$ cat src/rtl/wrapper_packet_construct.sv
// rtl/wrapper_packet_construct.sv - assembles 32-bit register writes into a packet and streams it out
module wrapper_packet_construct #(
    parameter int ADDRWIDTH   = 12,
    parameter int PACKETWIDTH = 512
) (
    input  logic                   hclk,
    input  logic                   hresetn,
    input  logic [ADDRWIDTH-1:0]   addr,
    input  logic                   read_en,
    input  logic                   write_en,
    input  logic [3:0]             byte_strobe,
    input  logic [31:0]            wdata,
    output logic [31:0]            rdata,
    output logic                   wready,
    output logic                   rready,
    output logic [PACKETWIDTH-1:0] packet_data,
    output logic                   packet_last,
    output logic                   packet_valid,
    input  logic                   packet_ready
);

    localparam int NWORDS = PACKETWIDTH / 32;
    localparam int WIDXW  = ADDRWIDTH - 2;
    localparam int IDXW   = $clog2(NWORDS);

    typedef enum logic {
        FILL,
        SEND
    } state_t;

    state_t            state;
    state_t            state_next;
    logic [31:0]       buffer [NWORDS];
    logic              last_flag;
    logic [WIDXW-1:0]  widx;
    logic [IDXW-1:0]   bidx;
    logic              is_buf;
    logic              is_status;
    logic              is_final;
    logic              wr_done;
    logic              handshake;

    // read_en and the byte offset carry no information for this register map
    logic unused_inputs;
    assign unused_inputs = &{1'b0, read_en, addr[1:0]};

    assign widx      = addr[ADDRWIDTH-1:2];
    assign bidx      = widx[IDXW-1:0];
    assign is_buf    = widx < WIDXW'(NWORDS);
    assign is_status = widx == WIDXW'(NWORDS);
    assign is_final  = widx == WIDXW'(NWORDS - 1);

    assign wready       = (state == FILL);
    assign rready       = 1'b1;
    assign packet_valid = (state == SEND);
    assign packet_last  = packet_valid & last_flag;
    assign wr_done      = write_en & wready;
    assign handshake    = packet_valid & packet_ready;

    always_ff @(posedge hclk) begin
        if (!hresetn) begin
            state <= FILL;
        end else begin
            state <= state_next;
        end
    end

    always_comb begin
        state_next = state;
        case (state)
            FILL: if (wr_done && is_final) state_next = SEND;
            SEND: if (packet_ready) state_next = FILL;
            default: state_next = FILL;
        endcase
    end

    // Buffer and last_flag are wiped on handshake so the next packet starts from zeros
    always_ff @(posedge hclk) begin
        if (!hresetn || handshake) begin
            for (int i = 0; i < NWORDS; i++) begin
                buffer[i] <= '0;
            end
            last_flag <= 1'b0;
        end else if (wr_done) begin
            if (is_buf) begin
                for (int b = 0; b < 4; b++) begin
                    if (byte_strobe[b]) begin
                        buffer[bidx][8*b +: 8] <= wdata[8*b +: 8];
                    end
                end
            end
            if (is_status && byte_strobe[0]) begin
                last_flag <= wdata[1];
            end
        end
    end

    always_comb begin
        for (int i = 0; i < NWORDS; i++) begin
            packet_data[32*i +: 32] = buffer[i];
        end
    end

    always_comb begin
        rdata = '0;
        if (is_buf) begin
            rdata = buffer[bidx];
        end else if (is_status) begin
            rdata = {30'b0, last_flag, packet_valid};
        end
    end

endmodule

$ cat config.mk
export PLATFORM = sky130hd
export DESIGN_NAME = wrapper_packet_construct
export DESIGN_NICKNAME = d
export VERILOG_FILES = /design/src/rtl/wrapper_packet_construct.sv
export SDC_FILE = /design/constraint.sdc
export NUM_CORES = 1
export LEC_CHECK = 0
export BUFFER_PORTS_ARGS = -buffer_cell sky130_fd_sc_hd__buf_2
export CAP_MARGIN = 30
export CORE_ASPECT_RATIO = 1.1
export CORE_MARGIN = 1
export CORE_UTILIZATION = 45
export DETAILED_ROUTE_END_ITERATION = 10
export GPL_ROUTABILITY_DRIVEN = 0
export MAX_ROUTING_LAYER = met4
export PLACE_DENSITY = 0.73
export SLEW_MARGIN = 20
export SYNTH_ARGS = -nofsm -noshare
export SYNTH_HDL_FRONTEND = slang
export SYNTH_SLANG_ARGS = --single-unit
$ cat constraint.sdc
create_clock -name hclk -period 2.03 [get_ports hclk]
set_input_delay 0.1015 -clock hclk [delete_from_list [all_inputs] [get_ports hclk]]
set_output_delay 0.1015 -clock hclk [all_outputs]
set_load 0.02 [all_outputs]
Yosys cells after proc, flatten, opt, wreduce, memory -nomap -nowiden
Memories as Yosys holds them, arrays and structs flattened.
Index checks and enable logic that the tools add are counted.
- register bits after elaboration: 2
- bits in latches: 0
- bits in writable memories: 512
- ROM bits: 0
- input bits: 53
- output and inout bits: 548
- logic and storage cells: 46
- memories kept: 1
- $add $sub $neg: 0
- $mul: 0
- divide/modulo/power cells: 0
- magnitude comparators: 1
- eq/ne operators: 2
- shift operators: 0
- muxes and demuxes: 30
- bitwise gates (word level): 4
- reduce and logical (&&, ||, !) cells: 6
- memory list (memory ; words ; width ; rd ports ; clocked after Yosys merged registers in ; write ports ; RTL line ; source):
    buffer ; 16 ; 32 ; 17 ; 0 ; 16 ; 33 ; logic [31:0] buffer [NWORDS];
- operators by type and width (operator ; number):
    $mux 32 ; 2
    $reduce_or 32->1 ; 1
    $mux 1 ; 24
    $eq 10x4->1 const B ; 1
    $eq 10x5->1 const B ; 1
    $lt 10x5->1 const B ; 1
    $mux 4 ; 2
    $and 1x1->1 ; 3
    $logic_and 1x1->1 ; 2
    $mux 2 ; 1
    $pmux 1 s2 ; 1
    $reduce_and 2->1 ; 1
    $logic_not 1->1 ; 1
    $logic_or 1x1->1 ; 1
    $not 1->1 ; 1

Depth between registers and ports, before layout
- word-level depth: 7
- depth in mapped cells: 7
- depth with buffers taken out: 4

Worst setup path after synthesis
No wires, ideal clock.
- path kind: flip-flop to flip-flop
- start point: register state (netlist: packet_valid)
- end point: memory buffer[15][0], enable pin
- library setup time: 0.384 ns
- data arrival time: 1.897 ns
- data required time: 1.646 ns
- slack: -0.251 ns
- cell stages (with the launch flop): 6
- buffers on the path: 2
- clock period less this slack: 2.281 ns
- cells stage by stage: dfxtp_1 -> clkbuf_1 -> and4b_1 -> nand4_4 -> clkbuf_1 -> o21ai_0
- RTL lines (item ; RTL line ; source):
    from (decl) ; 31 ; state_t state;
    from (signal assigned) ; 64 ; state <= state_next;
    to (decl) ; 33 ;

==> flow_summary.ini <==
[status]
outcome = finished, violations left
violations = negative setup slack

[sta]
slew_headroom_pct = 54.5
post-route-period-util_pct = 119
tightestPinTransition_ps = 683
final_report_setup_violation_count = 30
period_needed_ps = 2420
timing_hold_violations_final = 0
rsz0062_at_grt = true
fmax_mhz = 414
final.setup.worst_slack_ps = -387
fin_skew_ps = 17.2
report.final.slew_viol_count = 0

[setup_path]
worstSetupPathType = reg2out
worst-endpoint-required_ps = 1930
worst_setup_path_end_kind = output port
crit_fanout = 2
worst_ep_arrival_time_ps = 2320
startpoint_type = register

[synthesis]
synth_area_leaders = sky130_fd_sc_hd__edfxtp_1 (64%), sky130_fd_sc_hd__and2_1 (13%), sky130_fd_sc_hd__mux4_2 (12%)
proportion_of_synthesized_chip_area_in_sequential_cells_pct = 64.1
synth.cell_area_um2 = 24000
yosys_warnings = 0
synth_cell_type_count = 38
number_of_enable_type_register_cells_in_the_synthesized_netlist = 512
post_synthesis_sequential_element_count = 514
ys.flop_type = sky130_fd_sc_hd__edfxtp_1
synth_area_leader_cell = sky130_fd_sc_hd__edfxtp_1
async_flop_share_pct = 0
post_synthesis_area_per_instance_um2 = 15.6
synth_top_cell_area_share_pct = 64.0
synth_nets = 1590
mapped_cells = 1537

[place]
hpwl_um = 60600
pre_cts_worst_setup_slack_ps = -139
quantity_of_i_o_buffers_inserted_on_ports = 596
post_dp_cell_area_um2 = 29400
placed_cells = 2921

[detailed_routing]
routed_wl_um = 82700
drtPass1Iterations = 5
post-route-drc-count = 0
viasPerCell = 5.64
post_drt_wl_per_cell_um = 26.6
dr_total_vias = 17564
drt-initial-drc-count = 1962
ant_nets = 0

[die]
initial_core_util_pct = 45.7
die_x_um = 222
area_inside_the_core_boundary_um2 = 52600
total_die_area_um2 = 54300
top_level_ports = 601
core.rowCount = 88
die-height_um = 244

[grt]
grt_first_pass_wirelength_um = 117000
antenna_found_initial = 1
first_global_vias = 17282
grt_use_total_pct = 30.6
grt_overflow = 0
grt_max_degree = 66

[final_layout]
fin_util_pct = 61.4
fin_cells = 3114
final_nets = 2450
finish.instance_area_um2 = 32300
commonest_cells_after_routing_fill_and_taps_aside = sky130_fd_sc_hd__buf_2 (573), sky130_fd_sc_hd__and2_1 (513), sky130_fd_sc_hd__edfxtp_1 (512)
synthToLayoutAreaGrowth_pct = 34.4
layout_commonest_cell = sky130_fd_sc_hd__buf_2
ratio_of_cells_with_drive_above_1_in_the_final_layout_pct = 48.7

[pwr]
leakage_nw = 12.9
ir_drop_v = 0.000747
power_density_relative_to_cell_area_nw_per_um2 = 797
totalPowerFinal_mw = 25.7

[cts]
cts_htree_levels = 2
insertion_delay_ps = 590
clkSlewWorstSetupHoldPaths_ps = 70
cts-root-to-sink-buffers = 3
cts.sinks = 514
cts_buffers = 52
clk_root_buffer_cell = sky130_fd_sc_hd__clkbuf_16
clock_tree_from_tritoncts = built

[hold_path]
hold_path_class = in2reg

[run]
max_cap_viol_count = 0
cells by family (layout without fill, tap and decap cells):
kind of cell | Yosys count | after routing | share of synthesized area [%]
and+or+nand+nor | 652 | 652 | 17.5
DFF | 514 | 514 | 64.1
muxes | 189 | 189 | 14.6
buffers and inverters | 107 | 1008 | 1.91
AOI/OAI and AO/OA | 74 | 74 | 1.77
other | 1 | 2 | 0.0156
cell type report:
class	count	area (um2)
well taps	675	845
clock inverters	32	352
clock buffers	63	1360
repair buffers	907	5790
flip-flops and latches	514	15400
fillers	3934	20300
multi-input cells	916	8510
diodes	1	2.50
inverters	6	22.5
layer usage:
metal | wire length, um | share of wire (%) | vias to the layer above | track usage [%]
met1 | 31500 | 38 | 8862 | 38.0
met4 | 2910 | 3.5 | 0 | 10.2
met3 | 7000 | 8.5 | 193 | 5.82
met5 | 0 | 0 | - | -
met2 | 41300 | 50 | 1041 | 50.6
li1 | - | - | 7468 | -
synth_stat cells (5+ instances only):
| cell | n |
|---|---|
| sky130_fd_sc_hd__buf_1 | 9 |
| sky130_fd_sc_hd__and4b_1 | 5 |
| sky130_fd_sc_hd__o21ai_0 | 40 |
| sky130_fd_sc_hd__nand3_1 | 6 |
| sky130_fd_sc_hd__mux2i_1 | 59 |
| sky130_fd_sc_hd__mux4_2 | 130 |
| sky130_fd_sc_hd__buf_2 | 26 |
| sky130_fd_sc_hd__and2_1 | 515 |
| sky130_fd_sc_hd__nand4_1 | 6 |
| sky130_fd_sc_hd__inv_1 | 6 |
| sky130_fd_sc_hd__nand2_1 | 9 |
| sky130_fd_sc_hd__edfxtp_1 | 512 |
| sky130_fd_sc_hd__nor4_4 | 11 |
| sky130_fd_sc_hd__clkbuf_1 | 60 |
| sky130_fd_sc_hd__o22ai_1 | 28 |
| sky130_fd_sc_hd__nor2_1 | 39 |
| sky130_fd_sc_hd__nor3_2 | 9 |
| sky130_fd_sc_hd__nand2b_1 | 30 |
critical path, stage by stage, from the launching register on:
cell,delay (ps)
sky130_fd_sc_hd__edfxtp_1,420
sky130_fd_sc_hd__mux4_2,520
sky130_fd_sc_hd__mux4_2,510
sky130_fd_sc_hd__and2_4,160
sky130_fd_sc_hd__buf_6,120
power breakdown:
part	internal [mW]	leakage, nW	total (mW)	switching [mW]
sequential	12.2	4.87	12.6	0.366
combinational	1.32	7.23	3.41	2.10
clock	5.78	0.841	9.77	4.00
repair_timing:
item / 4_1_cts / 5_1_grt
buffers inserted: 69 / 25
hold endpoints to repair: 2 / 0
gates resized for setup: 69 / 28
cloned: 0 / 1
hold buffers: 4 / 0
endpoints found under the setup margin: 48 / 140
pin swaps: 17 / 10
registers in the layout (all words and copies together), names as in the netlist:
signal        cells
buffer          512
last_flag         1
packet_valid      1
path summary, 6_finish.rpt:
kind / depth (start not counted) / slack, ps / endpoint / start
setup / recovery: 4 / -390 / rdata[22] / buffer[6][22]$_SDFFCE_PN0P_
setup reg to reg: 8 / 70 / buffer[12][9]$_SDFFCE_PN0P_ / packet_valid$_SDFF_PN0_
hold / removal: 2 / 50 / buffer[6][5]$_SDFFCE_PN0P_ / wdata[5]
hold reg to reg: 4 / 1010 / last_flag$_SDFFE_PP0P_ / packet_valid$_SDFF_PN0_
through the flow:
| stage | hold slack (ps) | TNS [ps] |
|---|---|---|
| CTS | 15.6 | -3970 |
| detailed placement | 417 | -11920 |
| floorplan | 255 | -37780 |
| global placement | 411 | -7400 |
| finish | 52.3 | -3410 |
| global route | 38.7 | -4900 |
Note: power is estimated with default switching activity, not from simulation.
